<file path="config.mk">
export PLATFORM = sky130hd
export DESIGN_NAME = toggle_strobe_tx_flat
export DESIGN_NICKNAME = d
export VERILOG_FILES = /design/src/rtl/toggle_strobe_tx_if.sv /design/src/rtl/toggle_strobe_tx.sv /design/src/flat_wrapper.sv
export SDC_FILE = /design/constraint.sdc
export NUM_CORES = 1
export LEC_CHECK = 0
export ABC_AREA = 1
export CAP_MARGIN = 20
export CORE_UTILIZATION = 29
export DETAILED_ROUTE_END_ITERATION = 16
export SYNTH_ARGS = -nofsm -noshare
export SYNTH_HDL_FRONTEND = slang
export SYNTH_SLANG_ARGS = --single-unit
</file>
<file path="constraint.sdc">
create_clock -name clk -period 5.4 [get_ports clk]
set_clock_uncertainty 0.15 [all_clocks]
set_input_delay 1.35 -clock clk [delete_from_list [all_inputs] [get_ports clk]]
set_output_delay 1.35 -clock clk [all_outputs]
set_load 0.03 [all_outputs]
</file>
<file path="src/rtl/toggle_strobe_tx_if.sv">
// Signal bundle between a producer/receiver environment and toggle_strobe_tx.
// The master side supplies strobes and the returned ack toggle.
// The slave side (the transmitter) reports FIFO space, the request toggle/payload and status.
interface toggle_strobe_tx_if #(
    parameter int WIDTH = 8
);
    logic             in_strobe;
    logic [WIDTH-1:0] in_data;
    logic             ready;
    logic             req_flop;
    logic [WIDTH-1:0] req_data;
    logic             ack_flop;
    logic             busy;
    logic             dropped;
    logic [7:0]       drop_count;

    modport master (
        output in_strobe, in_data, ack_flop,
        input  ready, req_flop, req_data, busy, dropped, drop_count
    );

    modport slave (
        input  in_strobe, in_data, ack_flop,
        output ready, req_flop, req_data, busy, dropped, drop_count
    );
endinterface

</file>
<file path="src/rtl/toggle_strobe_tx.sv">
// Sending end of a toggle-based clock-crossing strobe.
// Words are buffered in a small FIFO. Each word is issued by loading req_data and
// flipping req_flop. The next word waits until the synchronized ack toggle matches req_flop.
module toggle_strobe_tx #(
    parameter int WIDTH = 8,
    parameter int DEPTH = 4,
    parameter int SYNC  = 2
) (
    input  logic              clk,
    input  logic              reset,
    toggle_strobe_tx_if.slave bus
);
    localparam int AW  = $clog2(DEPTH);
    localparam int CW  = AW + 1;
    localparam int SCW = $clog2(SYNC + 1);

    typedef enum logic [1:0] {SETTLE, IDLE, WAIT_ACK} state_t;

    state_t           state, state_next;
    logic [SYNC-1:0]  sync_q;
    logic             ack_s;
    logic [SCW-1:0]   settle_cnt;
    logic             settle_done;
    logic [WIDTH-1:0] mem [DEPTH];
    logic [AW-1:0]    wr_ptr, rd_ptr;
    logic [CW-1:0]    count;
    logic             full, empty;
    logic             push, pop, drop;

    assign ack_s = sync_q[SYNC-1];
    assign full  = (count == CW'(DEPTH));
    assign empty = (count == '0);
    // Acceptance looks only at the count at the start of the cycle, so a pop
    // in the same cycle never rescues a strobe that arrives while full.
    assign push  = bus.in_strobe && !full;
    assign drop  = bus.in_strobe && full;

    assign bus.ready = !full;
    assign bus.busy  = !empty || (state != IDLE);

    // Bring the asynchronous ack toggle into the clk domain.
    always_ff @(posedge clk) begin
        // NOTE: registers use <= so every stage samples the pre-edge value of the previous stage.
        if (reset) begin
            sync_q <= '0;
        end else begin
            sync_q[0] <= bus.ack_flop;
            for (int i = 1; i < SYNC; i++) begin
                sync_q[i] <= sync_q[i-1];
            end
        end
    end

    // State register.
    always_ff @(posedge clk) begin
        if (reset) begin
            state <= SETTLE;
        end else begin
            state <= state_next;
        end
    end

    // Next-state logic and the pop/settle decisions.
    always_comb begin
        // NOTE: every output of this block gets a default first, so no path leaves one unassigned (no latch).
        state_next  = state;
        pop         = 1'b0;
        settle_done = 1'b0;
        case (state)
            SETTLE: begin
                if (settle_cnt == SCW'(SYNC)) begin
                    settle_done = 1'b1;
                    state_next  = IDLE;
                end
            end
            IDLE: begin
                if (!empty) begin
                    pop        = 1'b1;
                    state_next = WAIT_ACK;
                end
            end
            WAIT_ACK: begin
                if (ack_s == bus.req_flop) begin
                    state_next = IDLE;
                end
            end
            default: state_next = SETTLE;
        endcase
    end

    // Count the SYNC+1 cycles needed for the synchronizer to hold a real ack value.
    always_ff @(posedge clk) begin
        if (reset) begin
            settle_cnt <= '0;
        end else if (state == SETTLE && !settle_done) begin
            settle_cnt <= settle_cnt + SCW'(1);
        end
    end

    // FIFO storage.
    always_ff @(posedge clk) begin
        // NOTE: the storage array is not reset; pointers and count alone define which entries are valid.
        if (push) begin
            mem[wr_ptr] <= bus.in_data;
        end
    end

    // FIFO pointers and occupancy. Pointers wrap naturally because DEPTH is a power of 2.
    always_ff @(posedge clk) begin
        if (reset) begin
            wr_ptr <= '0;
            rd_ptr <= '0;
            count  <= '0;
        end else begin
            if (push) begin
                wr_ptr <= wr_ptr + AW'(1);
            end
            if (pop) begin
                rd_ptr <= rd_ptr + AW'(1);
            end
            count <= count + CW'(push) - CW'(pop);
        end
    end

    // Request toggle and payload.
    // At the end of SETTLE, req_flop adopts the receiver's current ack level so that
    // a receiver that was not reset is not seen as owing an ack.
    always_ff @(posedge clk) begin
        if (reset) begin
            bus.req_flop <= 1'b0;
            bus.req_data <= '0;
        end else if (settle_done) begin
            bus.req_flop <= ack_s;
        end else if (pop) begin
            bus.req_flop <= ~bus.req_flop;
            bus.req_data <= mem[rd_ptr];
        end
    end

    // Drop pulse and saturating drop counter.
    always_ff @(posedge clk) begin
        if (reset) begin
            bus.dropped    <= 1'b0;
            bus.drop_count <= '0;
        end else begin
            bus.dropped <= drop;
            if (drop && bus.drop_count != 8'hFF) begin
                bus.drop_count <= bus.drop_count + 8'd1;
            end
        end
    end
endmodule
</file>
<file path="src/flat_wrapper.sv">
// flat-port wrapper written by rule: the top's interface ports become plain ports
module toggle_strobe_tx_flat 
#(
    parameter int WIDTH = 8,
    parameter int DEPTH = 4,
    parameter int SYNC  = 2
)
  (clk, reset, bus_in_strobe, bus_in_data, bus_ack_flop, bus_ready, bus_req_flop, bus_req_data, bus_busy, bus_dropped, bus_drop_count);
  toggle_strobe_tx_if #(.WIDTH(WIDTH)) bus_i ();
  input  logic clk;
  input  logic reset;
  input wire logic [$bits(bus_i.in_strobe)-1:0] bus_in_strobe;
  input wire logic [$bits(bus_i.in_data)-1:0] bus_in_data;
  input wire logic [$bits(bus_i.ack_flop)-1:0] bus_ack_flop;
  output wire logic [$bits(bus_i.ready)-1:0] bus_ready;
  output wire logic [$bits(bus_i.req_flop)-1:0] bus_req_flop;
  output wire logic [$bits(bus_i.req_data)-1:0] bus_req_data;
  output wire logic [$bits(bus_i.busy)-1:0] bus_busy;
  output wire logic [$bits(bus_i.dropped)-1:0] bus_dropped;
  output wire logic [$bits(bus_i.drop_count)-1:0] bus_drop_count;
  assign bus_i.in_strobe = bus_in_strobe;
  assign bus_i.in_data = bus_in_data;
  assign bus_i.ack_flop = bus_ack_flop;
  assign bus_ready = bus_i.ready;
  assign bus_req_flop = bus_i.req_flop;
  assign bus_req_data = bus_i.req_data;
  assign bus_busy = bus_i.busy;
  assign bus_dropped = bus_i.dropped;
  assign bus_drop_count = bus_i.drop_count;
  toggle_strobe_tx #(.WIDTH(WIDTH), .DEPTH(DEPTH), .SYNC(SYNC)) u_core (.clk(clk), .reset(reset), .bus(bus_i));
endmodule
</file>
== Word-level counts from Yosys, hierarchy flattened ==
Memories as Yosys holds them, arrays and structs flattened. A register that Yosys moved wholly into a read port is not among the register bits.
Index checks and enable logic that the tools add are counted.

* Add/sub/neg operators: 6
* Eq/ne operators: 10
* Mux-type cells: 12
* Bitwise operators: 2
* Reduce and logical (&&, ||, !) cells: 13

{| class="wikitable"
|+ Operators with widths
! cell !! number
|-
| adder 8 x 1 -> 8 bit (second input constant) || 1
|-
| 2-to-1 mux 1 bit || 8
|-
| != test 8 bit (second input constant) || 1
|-
| adder 2 x 1 -> 2 bit (second input constant) || 3
|-
| 2-to-1 mux 2 bit || 3
|-
| != test 2 x 1 -> 1 bit (second input constant) || 3
|-
| case mux 2 bit (3 select lines) || 1
|-
| equality test 2 bit (second input constant) || 2
|-
| logical AND 1 bit || 4
|-
| adder 3 x 1 -> 3 bit || 1
|-
| equality test 3 bit (second input constant) || 1
|-
| logical NOT 1 bit || 3
|-
| logical NOT 3 bit || 1
|-
| AND reduction 3 bit || 1
|-
| subtractor 3 x 1 -> 3 bit || 1
|-
| equality test 2 x 1 -> 1 bit (second input constant) || 1
|-
| logical NOT 2 bit || 1
|-
| != test 2 bit (second input constant) || 1
|-
| NOT 1 bit || 2
|-
| AND reduction 2 bit || 1
|-
| nonzero test 2 bit || 1
|-
| equality test 1 bit || 1
|-
| logical OR 1 bit || 1
|}

* Flip-flop bits (word level): 23
* RAM bits: 32
* Input port bits: 12
* Output and inout bits: 20
* Word-level logic and storage cells: 53
* Memories kept: 1

{| class="wikitable"
|+ Memory list
! memory !! depth !! bits a word !! read ports !! clocked after memory_dff !! wr ports !! RTL line !! source
|-
| u_core.mem || 4 || 8 || 1 || 1 || 1 || toggle_strobe_tx.sv:24 || <nowiki>logic [WIDTH-1:0] mem [DEPTH];</nowiki>
|}

== Depth between registers and ports, before layout ==
* Depth after elaboration: 5
* Gate-level depth with buffers: 12
* Depth with buffers taken out: 11

== Worst setup path before layout ==
Ideal clock, no wire load.

* Path kind: input -> register
* Start point: in bus_in_strobe
* End point: reg u_core.count[2]
* Library setup time: 70 ps
* Data arrival time: 2,262 ps
* Slack: 2,918 ps
* Stages on the path: 8
* Buffers on the path: 0
* Path through: nand2_2 inv_1 ha_1 inv_1 fa_1 inv_1 o21ai_0 a21oi_1

* Cells in the longest elaborated chain, start to end: 3

{| class="wikitable"
|+ Ends and longest elaborated chain
! what !! RTL line !! source
|-
| from (decl) || flat_wrapper.sv:12 || <nowiki>input wire logic [$bits(bus_i.in_strobe)-1:0] bus_in_strobe;</nowiki>
|-
| logical AND 1 bit || toggle_strobe_tx.sv:35 || <nowiki>assign push = bus.in_strobe && !full;</nowiki>
|-
| via u_core.push || toggle_strobe_tx.sv:28 || <nowiki>logic push, pop, drop;</nowiki>
|-
| adder 3 x 1 -> 3 bit || toggle_strobe_tx.sv:121 || <nowiki>count <= count + CW'(push) - CW'(pop);</nowiki>
|-
| subtractor 3 x 1 -> 3 bit || toggle_strobe_tx.sv:121 ||
|-
| to (signal assigned) || toggle_strobe_tx.sv:121 ||
|-
| to (decl) || toggle_strobe_tx.sv:26 || <nowiki>logic [CW-1:0] count;</nowiki>
|}

The timed path passes the listed nets, and every way through them passes these cells.
A chain may end at the register's enable or synchronous reset.

== Final worst setup path ==
* Start point: reg u_core.state[1]
* End point: out bus_busy

* Cells in the longest elaborated chain, start to end: 2

{| class="wikitable"
|+ Ends and longest elaborated chain
! what !! RTL line !! source
|-
| from (decl) || toggle_strobe_tx.sv:19 || <nowiki>state_t state, state_next;</nowiki>
|-
| from (signal assigned) || toggle_strobe_tx.sv:59 || <nowiki>state <= state_next;</nowiki>
|-
| != test 2 x 1 -> 1 bit || toggle_strobe_tx.sv:39 || <nowiki>assign bus.busy = !empty || (state != IDLE);</nowiki>
|-
| logical OR 1 bit || toggle_strobe_tx.sv:39 ||
|-
| to (decl) || flat_wrapper.sv:18 || <nowiki>output wire logic [$bits(bus_i.busy)-1:0] bus_busy;</nowiki>
|}

No other way between the ends.

==> metrics.cfg <==
[sta]
drv_slew = 0
hold_viol = 0
finalSetupViolCount = 0
worstMarginPinSlew_ns = 0.725
slew_headroom = 0.515
max_freq_mhz = 315
post-route-period-util = 0.588
rsz0062_at_grt = false
finalCriticalPeriod_ns = 3.18
fin_setup_tns_ns = 0

[clocking]
htree_levels = 3
hold_buffers = 0
clockBufferDepth = 2
clk_pin_slew_ns = 0.07
numCtsBuffers = 9
cts_tree = built
cts.sinks = 63
insertion_delay_ns = 0.34
root_buffer = clkbuf_8
cts_setup_buffers = 0
cts_resized = 0

[yosys]
ys_seq_area_frac = 0.597
synthDistinctLibCells = 27
synth_warnings = 0
synth_top_area_cell = edfxtp_1
synth_top_cell_area_share = 0.363
ys_ff_latch = 63
synth_cells = 285
ys_top_cells_by_count = nor2_1, o21ai_0, edfxtp_1
syn_area_um2 = 2650
synth_nets = 306
yosys-top-cells-area = edfxtp_1, dfxtp_1, nor2_1
synth_ff_type = edfxtp_1
post_synth.cell_area_avg_um2 = 9.29
yosysMostFrequentCell = nor2_1
synth-edff-count = 32
synthArstFlopShare = 0

[critical_path]
cp_top_family = buffers and inverters
r2r_cells = 10
worst-path-max-fanout = 3
r2r_setup_slack_ns = 3.05
path_buf_inv = 3
startpoint_type = flop
path_cells = inv_1 -> nand2_1 -> inv_1 -> nand3_1 -> clkdlybuf4s50_1
worstSetupEndpointType = primary output
arrival_ns = 1.68
required_ns = 3.90
crit-reg2reg-launch = u_core.count[1]$_SDFF_PP0_
cpMostUsedCell = inv_1
cpMaxStageDelayCell = clkdlybuf4s50_1
r2r_end = u_core.count[2]$_SDFF_PP0_
max_stage_delay_ns = 0.67
path_class = reg -> out

[global_route]
globalRouteOverflowTotal = 0
grt_pass1_wl_mm = 8.77
antenna_found_initial = 0
grt_pass1_vias = 1864
grt_usage = 0.116
grt_max_degree = 22

[outcome]
status = finished clean

[floorplanning]
boundaryPins = 32
core_area_um2 = 8760
start_util = 0.302
chipHeight_um = 97.6
row_count = 34
dieWidth_um = 97.6
die-area_um2 = 9520

[routing]
drcViolationCount = 0
dr.pass1.iters = 4
vias_per_cell = 4.44
vias = 1909
drt-total-wl_mm = 5.05
wire_per_inst_um = 11.7
antenna_left = 0
drtIter0Drc = 83

[final_layout]
syn2layout_area_growth_pct = 21.6
nFillCells = 885
layout.nets = 338
final_cell_area_um2 = 3220
regArea_um2 = 1580
diodes = 0
fin_cells = 430
drive_gt1_frac = 0.0621
multi_input_area_um2 = 888

[place]
dp_hpwl_mm = 3.48
dpl_cell_area_um2 = 3030
dp_cells = 414
portBuffers = 31
gp_congestion = 0.757

[hold_path]
hp-start = u_core.sync_q[0]$_SDFF_PP0_
hold_end = u_core.sync_q[1]$_SDFF_PP0_
hold_class = reg -> reg
min_path_cells = 2

[power_and_ir_drop]
powerDensity_nw_per_um2 = 428
leakage_nw = 1.20
peakVddDrop_v = 0.000134
p_total_w = 0.00138

[flow_run]
cap_viol_max_count = 0

-- registers in the layout, indices dropped and copies added, names as in the netlist --
register / flops
u_core.count: 3
u_core.bus.req_flop: 1
u_core.state: 2
u_core.bus.drop_count: 8
u_core.bus.req_data: 8
u_core.rd_ptr: 2
u_core.settle_cnt: 2
u_core.sync_q: 2
u_core.mem: 32
u_core.wr_ptr: 2
u_core.bus.dropped: 1
-- metal layers --
metal,global-route usage,vias to the layer above,share of wire
met5,0,-,0
met4,0.0520,0,0.0097
met3,0.0417,7,0.040
met2,0.183,36,0.46
met1,0.142,873,0.49
li1,-,993,-
-- power by group --
group          switching [W]  internal (W)
logic               0.000218      0.000136
clock network       0.000180      0.000208
registers          0.0000556      0.000579
-- metrics by stage --
stage          hold WS [ns]  worst slack [ns]   util
2_1_floorplan         0.238              2.92      -
5_1_grt               0.293              2.11  0.367
3_5_place_dp          0.253              2.23  0.346
6_report              0.261              2.22  0.367
3_3_place_gp          0.251              2.29  0.346
4_1_cts               0.267              2.21  0.367
-- worst min-delay path: cells and delay by family (launching register included) --
| family | cells | cell delay [ns] |
|---|---|---|
| simple gates | 1 | 0.03 |
| flops | 1 | 0.30 |
| buf+inv | 1 | 0.04 |
-- kinds of logic after synthesis --
group,after synthesis,synth area share
AO/OA/AOI/OAI,57,0.109
flip-flops,63,0.597
adder cells (fa/ha/maj),9,0.0454
AND/OR/NAND/NOR,114,0.174
XOR/XNOR,2,0.00662
buffers and inverters,40,0.0671
-- cells in the final DEF (no fill, tap or decap) --
master and instances:
edfxtp_1 32, clkbuf_8 9, a21oi_2 1, inv_4 1
nand2_2 1, dfxtp_1 31, and3_1 1, xor2_1 1
a21oi_1 15, xnor2_1 1, nor3_1 1, o21ai_0 33
clkdlybuf4s50_1 31, o21ai_1 8, nand3_1 9, inv_2 2
inv_1 26, ha_1 8, nor2_1 71, clkinvlp_4 3
clkinv_1 4, nor2_4 1, nand2_1 28, nand4_1 1
nand3_2 1, fa_1 1, bufinv_16 1
-- final cells by class --
type,count,share of cell area
Tap cell,108,0.0420
Inverter,30,0.0358
Clock buffer,9,0.0385
Timing Repair Buffer,31,0.0964
Clock inverter,7,0.0198
Sequential cell,63,0.491
Multi-Input combinational cell,182,0.276
-- worst max path at each step --
stage               slack [ns]                    endpoint  depth (start not counted)                         start
floorplan                 2.92  u_core.count[2]$_SDFF_PP0_                          8                 bus_in_strobe
global placement          2.29  u_core.mem[0][2]$_DFFE_PP_                          3                 bus_in_strobe
detailed placement        2.23  u_core.count[2]$_SDFF_PP0_                          9                 bus_in_strobe
CTS                       2.21                    bus_busy                          3    u_core.count[1]$_SDFF_PP0_
global route              2.11                    bus_busy                          5  u_core.state[1]$_SDFFE_PP0P_
finish                    2.22                    bus_busy                          5  u_core.state[1]$_SDFFE_PP0P_
(Power assumes the default switching activity.)
